`config.mk`:
```
export PLATFORM = sky130hd
export DESIGN_NAME = bbot_uart_route_arbiter_flat
export DESIGN_NICKNAME = d
export VERILOG_FILES = /design/src/rtl/bbot_uart_route_arbiter_if.sv /design/src/rtl/bbot_uart_route_arbiter.sv /design/src/flat_wrapper.sv
export SDC_FILE = /design/constraint.sdc
export NUM_CORES = 1
export LEC_CHECK = 0
export CORE_MARGIN = 4
export CORE_UTILIZATION = 60
export DETAILED_ROUTE_END_ITERATION = 12
export PLACE_DENSITY = 0.8
export SLEW_MARGIN = 20
export SYNTH_ARGS = -nofsm -noshare
export SYNTH_HDL_FRONTEND = slang
export SYNTH_SLANG_ARGS = --single-unit
```
`constraint.sdc`:
```
create_clock -name clock -period 2.8 [get_ports clock]
set_input_delay 0.56 -clock clock [delete_from_list [all_inputs] [get_ports clock]]
set_output_delay 0.56 -clock clock [all_outputs]
set_load 0.01 [all_outputs]
```
`src/rtl/bbot_uart_route_arbiter_if.sv`:
```
// Request, line-monitor and route-select bundle between the UART mux
// requesters and the route arbiter.
interface bbot_uart_route_arbiter_if;
    logic [1:0] req;
    logic [2:0] tx_line;
    logic [2:0] select_route;
    logic [1:0] grant;
    logic       busy;

    modport master (
        output req,
        output tx_line,
        input  select_route,
        input  grant,
        input  busy
    );

    modport slave (
        input  req,
        input  tx_line,
        output select_route,
        output grant,
        output busy
    );
endinterface

```
`src/rtl/bbot_uart_route_arbiter.sv`:
```
// Route arbiter for the shared BBot UART mux: switches or releases a route
// only after its lines have been idle for a full guard interval.
module bbot_uart_route_arbiter #(
    parameter int CLKS_PER_BIT  = 434,
    parameter int GUARD_BITS    = 12,
    parameter int MAX_HOLD_BITS = 8192
) (
    input logic                       clock,
    input logic                       reset,
    bbot_uart_route_arbiter_if.slave  bus
);

    localparam int Q  = GUARD_BITS * CLKS_PER_BIT;
    localparam int QW = $clog2(Q + 1);
    localparam int HW = (MAX_HOLD_BITS > 0) ? $clog2(MAX_HOLD_BITS + 1) : 1;
    localparam int PW = (CLKS_PER_BIT > 1) ? $clog2(CLKS_PER_BIT) : 1;

    localparam logic [QW-1:0] Q_MAX  = QW'(Q);
    localparam logic [HW-1:0] H_MAX  = HW'(MAX_HOLD_BITS);
    localparam logic [PW-1:0] P_LAST = PW'(CLKS_PER_BIT - 1);
    localparam logic          HOLD_EN = (MAX_HOLD_BITS != 0);

    localparam logic [2:0] S_IDLE    = 3'd0;
    localparam logic [2:0] S_DRAIN   = 3'd1;
    localparam logic [2:0] S_SWITCH  = 3'd2;
    localparam logic [2:0] S_GRANTED = 3'd3;
    localparam logic [2:0] S_RELEASE = 3'd4;

    logic [2:0]    state_q, state_d;
    logic          route_q, route_d;
    logic          target_q, target_d;
    logic          last_q, last_d;
    logic [QW-1:0] quiet_q, quiet_d;
    logic [HW-1:0] hold_q, hold_d;
    logic [PW-1:0] pre_q, pre_d;
    logic [1:0]    settle_q, settle_d;
    logic [1:0]    grant_q, grant_d;
    logic          busy_q, busy_d;

    logic tick;
    logic active;
    logic quiet_sat;
    logic pick;

    assign tick      = (pre_q == P_LAST);
    assign quiet_sat = (quiet_q == Q_MAX);

    // Route 0 carries tx0/tx1, route 1 carries tx1/tx2; low = mid-frame.
    assign active = route_q ? (~bus.tx_line[1] | ~bus.tx_line[2])
                            : (~bus.tx_line[0] | ~bus.tx_line[1]);

    always_comb begin
        state_d  = state_q;
        route_d  = route_q;
        target_d = target_q;
        last_d   = last_q;
        hold_d   = hold_q;
        settle_d = settle_q;
        pick     = 1'b0;

        pre_d = tick ? '0 : pre_q + 1'b1;

        if (active)
            quiet_d = '0;
        else if (quiet_sat)
            quiet_d = quiet_q;
        else
            quiet_d = quiet_q + 1'b1;

        case (state_q)
            S_IDLE: begin
                if (|bus.req) begin
                    pick     = (bus.req == 2'b11) ? ~last_q : bus.req[1];
                    target_d = pick;
                    if (pick == route_q) begin
                        state_d = S_GRANTED;
                        hold_d  = '0;
                    end else begin
                        state_d = S_DRAIN;
                        quiet_d = '0;
                    end
                end
            end
            S_DRAIN: begin
                if (!bus.req[target_q]) begin
                    state_d = S_IDLE;
                end else if (quiet_sat) begin
                    state_d  = S_SWITCH;
                    route_d  = target_q;
                    settle_d = 2'd2;
                end
            end
            S_SWITCH: begin
                // Two cycles let the mux's registered output follow the new select.
                if (settle_q <= 2'd1) begin
                    state_d = S_GRANTED;
                    hold_d  = '0;
                end else begin
                    settle_d = settle_q - 2'd1;
                end
            end
            S_GRANTED: begin
                last_d = route_q;
                if (tick && bus.req[~route_q] && hold_q != H_MAX)
                    hold_d = hold_q + 1'b1;
                if (!bus.req[route_q] || (HOLD_EN && hold_q == H_MAX)) begin
                    state_d = S_RELEASE;
                    quiet_d = '0;
                end
            end
            S_RELEASE: begin
                if (quiet_sat)
                    state_d = S_IDLE;
            end
            default: begin
                state_d = S_IDLE;
            end
        endcase

        grant_d = (state_d == S_GRANTED) ? (route_d ? 2'b10 : 2'b01) : 2'b00;
        busy_d  = (state_d != S_IDLE);
    end

    always_ff @(posedge clock or posedge reset) begin
        if (reset) begin
            state_q  <= S_IDLE;
            route_q  <= 1'b0;
            target_q <= 1'b0;
            last_q   <= 1'b1;
            quiet_q  <= '0;
            hold_q   <= '0;
            pre_q    <= '0;
            settle_q <= 2'd0;
            grant_q  <= 2'b00;
            busy_q   <= 1'b0;
        end else begin
            state_q  <= state_d;
            route_q  <= route_d;
            target_q <= target_d;
            last_q   <= last_d;
            quiet_q  <= quiet_d;
            hold_q   <= hold_d;
            pre_q    <= pre_d;
            settle_q <= settle_d;
            grant_q  <= grant_d;
            busy_q   <= busy_d;
        end
    end

    assign bus.select_route = {2'b00, route_q};
    assign bus.grant        = grant_q;
    assign bus.busy         = busy_q;

endmodule

```
`src/flat_wrapper.sv`:
```
// flat-port wrapper written by rule: the top's interface ports become plain ports
module bbot_uart_route_arbiter_flat 
#(
    parameter int CLKS_PER_BIT  = 434,
    parameter int GUARD_BITS    = 12,
    parameter int MAX_HOLD_BITS = 8192
)
  (clock, reset, bus_req, bus_tx_line, bus_select_route, bus_grant, bus_busy);
  bbot_uart_route_arbiter_if bus_i ();
  input logic clock;
  input logic reset;
  input wire logic [$bits(bus_i.req)-1:0] bus_req;
  input wire logic [$bits(bus_i.tx_line)-1:0] bus_tx_line;
  output wire logic [$bits(bus_i.select_route)-1:0] bus_select_route;
  output wire logic [$bits(bus_i.grant)-1:0] bus_grant;
  output wire logic [$bits(bus_i.busy)-1:0] bus_busy;
  assign bus_i.req = bus_req;
  assign bus_i.tx_line = bus_tx_line;
  assign bus_select_route = bus_i.select_route;
  assign bus_grant = bus_i.grant;
  assign bus_busy = bus_i.busy;
  bbot_uart_route_arbiter #(.CLKS_PER_BIT(CLKS_PER_BIT), .GUARD_BITS(GUARD_BITS), .MAX_HOLD_BITS(MAX_HOLD_BITS)) u_core (.clock(clock), .reset(reset), .bus(bus_i));
endmodule
```
==> flow_summary.ini <==
[synth]
flip_flop_and_latch_count_after_synthesis = 47
netlist_area_um2 = 2611
yosysWarningCount = 0
prevailing_post_synth_register_cell = dfrtp_1
syn_area_per_cell_um2 = 9.743
ys_async_sr_fraction_pct = 100.0
count_of_mapped_cells_out_of_synthesis = 268
yosysUniqueCellTypes = 54
sequential_cell_area_fraction_in_the_yosys_report_pct = 45.09
synth-edff-count = 0

[sta]
worst_slack_ps = 432.9
timing.clock.skew_ps = 8.658
rsz_0062_raised_after_global_routing = false
setup_total_negative_slack_ps = 0
finalSetupViolations = 0
min_period_ps = 2367
final-max-slew-violation-count = 0
timing_hold_violations_final = 0
fin_worst_hold_slack_ps = 483.6
finalCritPeriodShare_pct = 84.54
worstMarginPinSlew_ps = 551.3
headroom_to_the_max_slew_limit_pct = 63.20
max_freq_mhz = 422.5

[flow_run]
drv.max_cap_violation_count = 0

[clock_network]
clk_sink_count = 47
cts-root-buf = clkbuf_8
post-cts-setup-buffers = 0
clock_latency_ps = 300
tritoncts = done
tritoncts.num_buffers = 5
cts_repair_resize_count = 0
number_of_buffers_on_the_longest_clock_path = 2
clkTransAtPathRegs_ps = 90
cts_hold_buffers = 0
cts_max_level = 2

[placement]
port-buffer-count = 10
placed_cell_area_um2 = 2788
placed_cells_incl_taps = 323
gp_routability_congestion = 0.8883
placement.setup.worst_slack_ps = 153.5
hpwl_um = 3584

[pwr]
total_power_mw = 1.793
leakagePower_nw = 1.230
total_switching_power_mw = 0.6356
power_per_cell_area_nw_per_um2 = 623.3
logic_gate_share_of_total_power_pct = 31.4
power.share.clock_pct = 22.7
max-vdd-ir-drop_mv = 0.4660
power.sequential.fraction_pct = 46.0
p_int_mw = 1.157
swShare_pct = 35.45

[floorplanning]
die_area_um2 = 5472
number_of_placed_i_o_pins = 13
floorplan.core_area_um2 = 4115
fp.dieW_um = 73.97
placement_rows = 23
effective_utilization_at_floorplan_pct = 63.45
die_height_um = 73.97

[finish]
most-common-layout-cells = dfrtp_1, nor2_1, nand2_1, a21oi_1, nand3_1
diodes_inserted = 0
layout.cells.non_filler = 331
seqCellArea_um2 = 1177
multi_input_comb_area_um2 = 1329
mostFrequentLayoutCell = dfrtp_1
fraction_of_final_layout_cells_sized_beyond_drive_strength_1_pct = 9.964
final_cell_area_um2 = 2877
finalNetCount = 294
fillers = 329
area_delta_synth_final_pct = 10.16
final_core_utilization_pct = 69.90

[global_route]
first_pass_grt_wire_length_um = 8825
first_global_vias = 1938
grt_start_max_net_pins = 32
grt_util_all_layers_pct = 20.59
antenna_found_initial = 0
globalRouteOverflowTotal = 0

[drt]
drc_errors = 0
avgViaCountPerCell = 6.184
detailroute.via_count = 2047
route.final.wire_length_um = 5001
firstDrtPassIters = 4
drtAntennaViolNets = 0
drt_first_iter_violations = 110
routed_wire_length_per_instance_um = 15.11

[critical_path]
worstPathRequired_ps = 3030
kind_of_critical_path = in -> reg
crit_path_start = bus_req[0]
series_of_cell_instances_along_the_critical_path = clkdlybuf4s50_1 > nor2b_1 > a32oi_1 > o31a_1 > buf_12 > or4_1 > a21oi_1
worst_setup_path_end_kind = flip-flop
critical_path.reg2reg.startpoint = u_core.hold_q[0]
cp_data_arrival_time_ps = 2600
setup.worst_path.start_class = primary input
cp_slowest_stage_delay_ps = 600
critical_path_peak_fanout = 31
rr_worst_depth = 7
worst_path_max_delay_cell = clkdlybuf4s50_1

[min_path]
holdCritStartpoint = u_core.last_q
hold-path-cell-count = 2
hold_path_class = reg -> reg

[outcome]
status = complete, no violations
==> cells in the mapped netlist, types with 5 or more instances <==
| cell type | instances | area share [%] |
|---|---|---|
| dfrtp_1 | 46 | 44 |
| nor2_1 | 29 | 4.2 |
| nand2_1 | 19 | 2.7 |
| a21oi_1 | 15 | 2.9 |
| nand3_1 | 12 | 2.3 |
| inv_1 | 9 | 1.3 |
| xnor2_1 | 9 | 3.0 |
| ha_1 | 7 | 3.4 |
| o31ai_1 | 7 | 2.0 |
| or4_1 | 7 | 2.0 |
| xor2_1 | 7 | 2.3 |
| and3_1 | 6 | 1.4 |
| clkbuf_1 | 6 | 0.86 |
| mux2i_1 | 6 | 2.3 |
| nand4_1 | 6 | 1.4 |
| nor3_1 | 5 | 0.96 |
| nor4_1 | 5 | 1.2 |
| or3_1 | 5 | 1.2 |
==> layout make-up <==
cell class / count / share of cell area [%]
Clock buffer: 5 / 2.392
Timing Repair Buffer: 18 / 6.438
Multi-Input combinational cell: 199 / 46.19
Tap cell: 50 / 2.175
Sequential cell: 47 / 40.93
Clock inverter: 3 / 0.6960
Inverter: 9 / 1.174
==> sequential cells by signal, summed over array words and instances (netlist names) <==
signal	count
u_core.bus.busy	1
u_core.bus.grant	2
u_core.hold_q	14
u_core.last_q	1
u_core.pre_q	9
u_core.quiet_q	13
u_core.route_q	1
u_core.settle_q	2
u_core.state_q	3
u_core.target_q	1
==> cells by family after synthesis <==
| group | synth area share (%) |
|---|---|
| other | 0.1436 |
| adder cells (fa/ha/maj) | 3.354 |
| buffers and inverters | 4.168 |
| AND/OR/NAND/NOR | 26.07 |
| flip-flops | 45.09 |
| multiplexers | 3.594 |
| XOR/XNOR | 5.367 |
| AO/OA/AOI/OAI | 12.22 |
==> worst max-delay path: cells and delay by family <==
kind | cells | cell delay, ps
buffers and inverters | 2 | 770
AO/OA/AOI/OAI | 3 | 570
AND/OR/NAND/NOR | 2 | 700
==> layer usage <==
metal	routed length, µm	share of wire, %	GRT usage, %
met1	2374	47	28.29
met2	2375	47	33.07
met3	182	3.6	4.054
met4	68	1.4	6.640
met5	0	0	0
==> power groups by stage <==
stage          combinational [mW]  clock, mW  sequential, mW
2_1_floorplan               0.428          0           0.789
3_3_place_gp                0.546          0           0.834
3_5_place_dp                0.564          0           0.833
4_1_cts                     0.565      0.415           0.822
5_1_grt                     0.624      0.440           0.835
6_report                    0.562      0.406           0.824
==> final timing paths <==
path / endpoint / slack, ps
worst max-delay path: u_core.hold_q[3] / 430
worst min-delay path: u_core.last_q / 480
worst max register to register: u_core.bus.busy / 520
worst min register to register: u_core.last_q / 480
max in group asynchronous: u_core.quiet_q[11] / 1670
min in group asynchronous: u_core.quiet_q[8] / 620
Power figures use the tool's default switching activity.
